File: src/rtl/ipsum_fifo_ctrl.sv
// ipsum_fifo_ctrl
// Read-side FIFO controller for the token engine. It fetches a programmed
// number of 16-bit input partial sums from the GLB through the shared arbiter
// and pushes them into the ipsum FIFO, which the PE array drains.
// Each GLB read is halfword addressed, and the matching 16-bit lane is taken
// from the returned 32-bit word. Arbiter occupancy is bounded by a burst limit.
// A read is only requested with at least two free FIFO slots, and at most one
// read is in flight, so the FIFO cannot overflow.

module ipsum_fifo_ctrl #(
    parameter int BURST_MAX = 4
) (
    input  logic        clk,
    input  logic        rst_n,
    input  logic        ipsum_fifo_reset_i,
    input  logic        ipsum_need_pop_i,
    input  logic [31:0] ipsum_pop_num_i,
    input  logic [31:0] ipsum_glb_base_addr_i,
    input  logic        ipsum_fifo_pop_mask_i,
    input  logic        pe_array_move_i,
    input  logic        ipsum_permit_push_i,
    input  logic [31:0] ipsum_glb_read_data_i,
    input  logic        ipsum_fifo_full_i,
    input  logic        ipsum_fifo_almost_full_i,
    input  logic        ipsum_fifo_empty_i,
    output logic        ipsum_read_req_o,
    output logic [31:0] ipsum_glb_read_addr_o,
    output logic        ipsum_fifo_push_o,
    output logic [15:0] ipsum_fifo_push_data_o,
    output logic        ipsum_fifo_pop_o,
    output logic        ipsum_fifo_done_o
);

    localparam int BW = $clog2(BURST_MAX + 1);
    localparam logic [BW-1:0] BURST_LIM = BW'(BURST_MAX);

    typedef enum logic [1:0] {
        IDLE = 2'd0,
        READ = 2'd1,
        DONE = 2'd2
    } state_t;

    state_t          state;
    logic [31:0]     num_q;
    logic [31:0]     issue_cnt;
    logic [31:0]     push_cnt;
    logic [BW-1:0]   burst_cnt;
    logic            inflight;
    logic            half_sel;
    logic            grant;
    logic            last_push;

    // The read address walks forward one halfword per accepted grant.
    assign ipsum_glb_read_addr_o = ipsum_glb_base_addr_i + {issue_cnt[30:0], 1'b0};

    // Request only while elements remain, the FIFO has at least two free slots,
    // and the burst budget is not exhausted. A soft reset also suppresses requests.
    assign ipsum_read_req_o = (state == READ) && (issue_cnt < num_q)
                              && !ipsum_fifo_almost_full_i
                              && (burst_cnt < BURST_LIM)
                              && !ipsum_fifo_reset_i;

    // A grant counts only when a request was actually outstanding.
    assign grant = ipsum_permit_push_i && ipsum_read_req_o;

    // Data returns one cycle after the grant. A soft reset in that cycle discards the data.
    assign ipsum_fifo_push_o      = inflight && !ipsum_fifo_reset_i;
    assign ipsum_fifo_push_data_o = !ipsum_fifo_push_o ? 16'h0 :
                                    (half_sel ? ipsum_glb_read_data_i[31:16]
                                              : ipsum_glb_read_data_i[15:0]);
    assign last_push = ipsum_fifo_push_o && (push_cnt == num_q - 32'd1);

    assign ipsum_fifo_pop_o  = ipsum_fifo_pop_mask_i && pe_array_move_i && !ipsum_fifo_empty_i;
    assign ipsum_fifo_done_o = (state == DONE);

    // Control FSM: latch the element count at start, and finish on the final push.
    always_ff @(posedge clk or negedge rst_n) begin
        if (!rst_n) begin
            state <= IDLE;
            num_q <= 32'd0;
        end else if (ipsum_fifo_reset_i) begin
            state <= IDLE;
            num_q <= 32'd0;
        end else begin
            case (state)
                IDLE: begin
                    if (ipsum_need_pop_i) begin
                        num_q <= ipsum_pop_num_i;
                        state <= (ipsum_pop_num_i == 32'd0) ? DONE : READ;
                    end
                end
                READ: begin
                    if (last_push) begin
                        state <= DONE;
                    end
                end
                DONE: begin
                    state <= DONE;
                end
                default: begin
                    state <= IDLE;
                end
            endcase
        end
    end

    // Issue and push counters track progress through the element list.
    always_ff @(posedge clk or negedge rst_n) begin
        if (!rst_n) begin
            issue_cnt <= 32'd0;
            push_cnt  <= 32'd0;
        end else if (ipsum_fifo_reset_i) begin
            issue_cnt <= 32'd0;
            push_cnt  <= 32'd0;
        end else begin
            if (grant) begin
                issue_cnt <= issue_cnt + 32'd1;
            end
            if (ipsum_fifo_push_o) begin
                push_cnt <= push_cnt + 32'd1;
            end
        end
    end

    // Burst counter: counts consecutive grants and clears on any idle request cycle.
    always_ff @(posedge clk or negedge rst_n) begin
        if (!rst_n) begin
            burst_cnt <= '0;
        end else if (ipsum_fifo_reset_i || !ipsum_read_req_o) begin
            burst_cnt <= '0;
        end else if (grant) begin
            burst_cnt <= burst_cnt + BW'(1);
        end
    end

    // Remember that a read is outstanding and which halfword lane it targets.
    always_ff @(posedge clk or negedge rst_n) begin
        if (!rst_n) begin
            inflight <= 1'b0;
            half_sel <= 1'b0;
        end else if (ipsum_fifo_reset_i) begin
            inflight <= 1'b0;
            half_sel <= 1'b0;
        end else begin
            inflight <= grant;
            if (grant) begin
                half_sel <= ipsum_glb_read_addr_o[1];
            end
        end
    end

    // Pushing into a full FIFO means the free-slot guard was violated upstream.
    a_no_push_when_full: assert property (@(posedge clk) disable iff (!rst_n)
        !(ipsum_fifo_push_o && ipsum_fifo_full_i));

endmodule
File: config.mk
export PLATFORM = sky130hd
export DESIGN_NAME = ipsum_fifo_ctrl
export DESIGN_NICKNAME = d
export VERILOG_FILES = /design/src/rtl/ipsum_fifo_ctrl.sv
export SDC_FILE = /design/constraint.sdc
export NUM_CORES = 1
export LEC_CHECK = 0
export BUFFER_PORTS_ARGS = -buffer_cell sky130_fd_sc_hd__buf_2
export CAP_MARGIN = 20
export CORE_MARGIN = 2
export CORE_UTILIZATION = 55
export CTS_BUF_LIST = sky130_fd_sc_hd__clkbuf_4 sky130_fd_sc_hd__clkbuf_8 sky130_fd_sc_hd__clkbuf_16
export DETAILED_ROUTE_END_ITERATION = 12
export PLACE_DENSITY = 0.85
export SLEW_MARGIN = 30
export SYNTH_ARGS = -nofsm -noshare
export SYNTH_HDL_FRONTEND = slang
export SYNTH_SLANG_ARGS = --single-unit
export TNS_END_PERCENT = 10
File: constraint.sdc
create_clock -name clk -period 4.3 [get_ports clk]
set_input_delay 0.43 -clock clk [delete_from_list [all_inputs] [get_ports clk]]
set_output_delay 0.43 -clock clk [all_outputs]
set_load 0.02 [all_outputs]
Word-level counts from Yosys, hierarchy flattened:

Cells that the tools add are included.

* memories kept: 0
* RAM bits: 0
* input bits: 106
* bits in latches: 0
* bits in read-only memories: 0
* output and inout port bits: 52
* logic and storage cells: 61
* register bits after elaboration: 103

* equal/unequal tests: 5
* multiply operators: 0
* $add $sub $neg: 5
* bitwise gates (word level): 0
* order comparisons: 2
* reduce and logical (&&, ||, !) cells: 23
* divide/modulo/power cells: 0
* muxes and demuxes: 19
* shift operators: 0

Operator list (number)
* two-way mux 32 bit: 7
* adder 32 x 1 -> 32 bit, second input constant: 2
* adder 32 bit: 1
* == test 32 bit: 1
* zero test 32 bit: 1
* less-than comparator 32 bit: 1
* two-way mux 16 bit: 2
* subtractor 32 x 1 -> 32 bit, second input constant: 1
* nonzero test 2 bit: 5
* logical AND 1 bit: 9
* two-way mux 2 bit: 4
* two-way mux 3 bit: 2
* inequality test 3 bit, second input constant: 2
* case mux 2 bit (3 select lines): 1
* zero test 1 bit: 4
* AND reduction 2 bit: 2
* adder 3 x 1 -> 3 bit, second input constant: 1
* less-than comparator 3 bit, second input constant: 1
* two-way mux 1 bit: 3
* == test 2 x 1 -> 1 bit, second input constant: 1
* == test 2 bit, second input constant: 1
* zero test 2 bit: 1
* logical OR 1 bit: 1

Logic depth before layout (Yosys ltp):

* depth in word-level cells: 8
* depth in mapped cells: 14
* gate-level depth less buffers: 13

Worst setup path before layout:

Ideal clock, no wire load.

* kind: flip-flop to output port
* start point: register issue_cnt[4]
* end point: output ipsum_glb_read_addr_o[30]
* setup slack: 880 ps
* cell stages (with the launch flop): 12
* buffers on the path: 0
* data arrival time: 2990 ps
* cells stage by stage: dfrtp_1 -> ha_1 -> o211ai_1 -> o211a_1 -> o311ai_1 -> nand3_1 -> a22o_1 -> o31ai_1 -> o211ai_1 -> o21ai_0 -> a21oi_1 -> xnor2_1

* cells in the longest elaborated chain, start to end: 1

RTL lines
* start, declared: line 45 `logic [31:0] issue_cnt;`
* start signal, assigned: line 117 `issue_cnt <= issue_cnt + 32'd1;`
* adder 32 bit: line 54 `assign ipsum_glb_read_addr_o = ipsum_glb_base_addr_i + {issue_cnt[30:0], 1'b0};`
* end, declared: line 27 `output logic [31:0] ipsum_glb_read_addr_o,`

Every way passes these cells.

Worst setup path in the final report:

* start point: register issue_cnt[0]
* end point: output ipsum_glb_read_addr_o[25]

The elaborated chain is that of the path after synthesis.

==> metrics.csv <==
stage,metric,value,unit
global_routing,grt_overflow,0,
global_routing,grt_pass1_vias,7686,
critical_path,crit_top_cell,a21oi_1,
sta,tightest_slew,912,ps
place,place_area,0.00939,mm²
routing,routed_wl,21900,µm
sta,rsz0062_at_grt,no,
synthesis,syn_area,0.00852,mm²
critical_path,arrival,3570,ps
critical_path,crit_chain,"ha_1, inv_1, fa_1, nor2b_1, o2111ai_1, a21boi_1, o21ai_1, a21oi_1, o31a_1, a311o_1, a31o_2, a21oi_1, xnor2_1, buf_2",
synthesis,synth_cell_types,73,
sta,slew_headroom,38.7,%
layout,nets,1333,
synthesis,syn_avg_cell_area,8.28,µm²
sta,worst_slack,303,ps
sta,setup_tns,0,ps
floorplan,coreArea,0.0151,mm²
synthesis,yosysWarnings,0,
global_routing,grt_pass1_wl,36200,µm
sta,finalSetupViolations,0,
synthesis,post-synth-top-area-cell,dfrtp_1,
critical_path,crit_slowest_cell,dfrtp_1,
clock_tree,root_buffer,clkbuf_16,
synthesis,synth_cells,1029,
critical_path,cp.depth,14,
layout,fillerInstances,1238,
place,dpl.hpwl,16600,µm
floorplan,ios,158,
synthesis,yosysSeqAreaShare,30.2,%
clock_tree,cts_tree,yes,
critical_path,worst_setup_path_start_kind,flip-flop,
clock_tree,ctsLongestPathBuffers,2,
routing,wl_per_cell,16.2,µm
clock_tree,clk_pin_slew,70,ps
synthesis,synth_edf_count,0,
synthesis,yosys.area.top_type_share,30.2,%
global_routing,antenna_found_initial,0,
synthesis,synthTopCellsByArea,"dfrtp_1, ha_1, nand2_1",
routing,drtIter0Drc,611,
clock_tree,post-cts-setup-buffer-count,0,
floorplan,num_rows,45,
place,place_ws,352,ps
sta,max_freq,250,MHz
sta,final-max-slew-violation-count,0,
sta,period_needed,4000,ps
synthesis,ys.flop_type,dfrtp_1,
pwr,ir_drop,0.206,mV
layout,regArea,0.00258,mm²
critical_path,cp_max_fo,5,
layout,areaGrowthSynthToFinish,14.1,%
routing,via_count,8095,
synthesis,synth.most_common_cell,nand2_1,
global_routing,grt_use_total,26.8,%
clock_tree,cts_resized,0,
routing,avgViaCountPerCell,6.00,
status,status,finished clean,
synthesis,syn_nets,1205,
critical_path,criticalPathCategory,flip-flop to primary output,
routing,drc,0,
critical_path,critical_path.max_stage_delay,420,ps
sta,hold_violations,0,
clock_tree,hold_buffers,0,
sta,min_period_over_period,92.9,%
min_path,hold_class,primary input to asynchronous set/reset pin,
critical_path,crit_required,3870,ps
clock_tree,cts-buffers-inserted,9,
global_routing,grt_max_degree,87,
synthesis,ys_ff_latch,103,
job,max_cap_violations,0,
layout,design_area,0.00972,mm²
clock_tree,ctsHtreeMaxLevel,3,
pwr,leakagePower,0.00472,µW
floorplan,die-area,0.0165,mm²
place,port_buffers,154,
floorplan,die_height,128,µm
sta,fin_skew,6.78,ps
clock_tree,insertion_delay,360,ps
synthesis,synth_common_cells,"nand2_1, dfrtp_1, nor2_1",
pwr,power_density,329,mW/mm²
layout,antennaDiodeCount,0,
synthesis,async_flop_share,100,%
sta,whs,89.7,ps
clock_tree,cts.sinks,103,
layout,multi_input_comb_area,0.00560,mm²
floorplan,die_x,128,µm
place,place.gp.congestion,0.901,
floorplan,start_util,56.3,%
routing,ant_nets,0,
layout,drive_above_1_share,17.5,%
critical_path,r2r_cells,12,
critical_path,path_delay_family,compound AO/OA/AOI/OAI gates,
pwr,total_power,3200,µW
routing,firstDrtPassIters,6,
critical_path,path_buf_inv,2,
critical_path,end_kind,primary output,
==> stage by stage <==
stage | cells | utilization [%]
after floorplan | 1029 | -
after detailed placement | 1334 | 62.0
final | 1350 | 64.2
after global placement | 1334 | 62.0
after global routing | 1350 | 64.2
after CTS | 1350 | 64.0
==> layout by cell type (no fill, tap or decap), drive strengths merged, types with 16 or more instances in the layout <==
cell type,count
and3,17
xor2,49
a21o,26
nor3,22
buf,160
nand3,37
xnor2,53
nand2,126
a21oi,82
dfrtp,103
ha,69
nand4,30
or4,16
o21ai,31
mux2i,26
nor2,99
inv,50
==> layout make-up <==
cell class / count / share of cell area (%)
inverters: 51 / 1.97
repair buffers: 160 / 8.46
flip-flops and latches: 103 / 26.5
multi-input cells: 832 / 57.6
well taps: 188 / 2.42
clock inverters: 6 / 0.618
clock buffers: 10 / 2.46
==> sequential cells by signal, summed over array words and instances (netlist names) <==
register,flops
num_q,32
half_sel,1
inflight,1
state,2
issue_cnt,32
push_cnt,32
burst_cnt,3
==> cells by family after synthesis <==
logic type | Yosys count | share of synthesized area, %
flops | 103 | 30.2
xor+xnor | 102 | 10.5
buf+inv | 94 | 4.49
compound gates | 219 | 16.6
mux | 29 | 3.49
fa+ha+maj | 70 | 10.4
simple gates | 412 | 24.3
==> metal layers <==
layer  share of wire (%)  vias to the layer above  track usage [%]  wire length [µm]
met2                  48                      226             44.2             10600
li1                    -                     3937                -                 -
met1                  45                     3894             36.3              9850
met3                 4.5                       38             3.53               985
met5                   0                        -                0                 0
met4                 2.5                        0             9.89               538
==> where the power goes <==
part | total, µW | internal [µW] | switching, µW | leakage (µW)
combinational | 1210 | 492 | 714 | 0.00315
clock | 840 | 464 | 375 | 0.000144
sequential | 1160 | 1030 | 123 | 0.00142
==> final timing paths <==
kind,from,endpoint,slack (ps)
worst max-delay path,issue_cnt[0],ipsum_glb_read_addr_o[25],300
worst max register to register,num_q[17],issue_cnt[15],870
min in group clk,ipsum_pop_num_i[10],num_q[10],310
worst min-delay path,rst_n,push_cnt[27],90
worst min register to register,issue_cnt[29],issue_cnt[29],560
max in group asynchronous,rst_n,issue_cnt[5],3300
(Power assumes the default switching activity.)
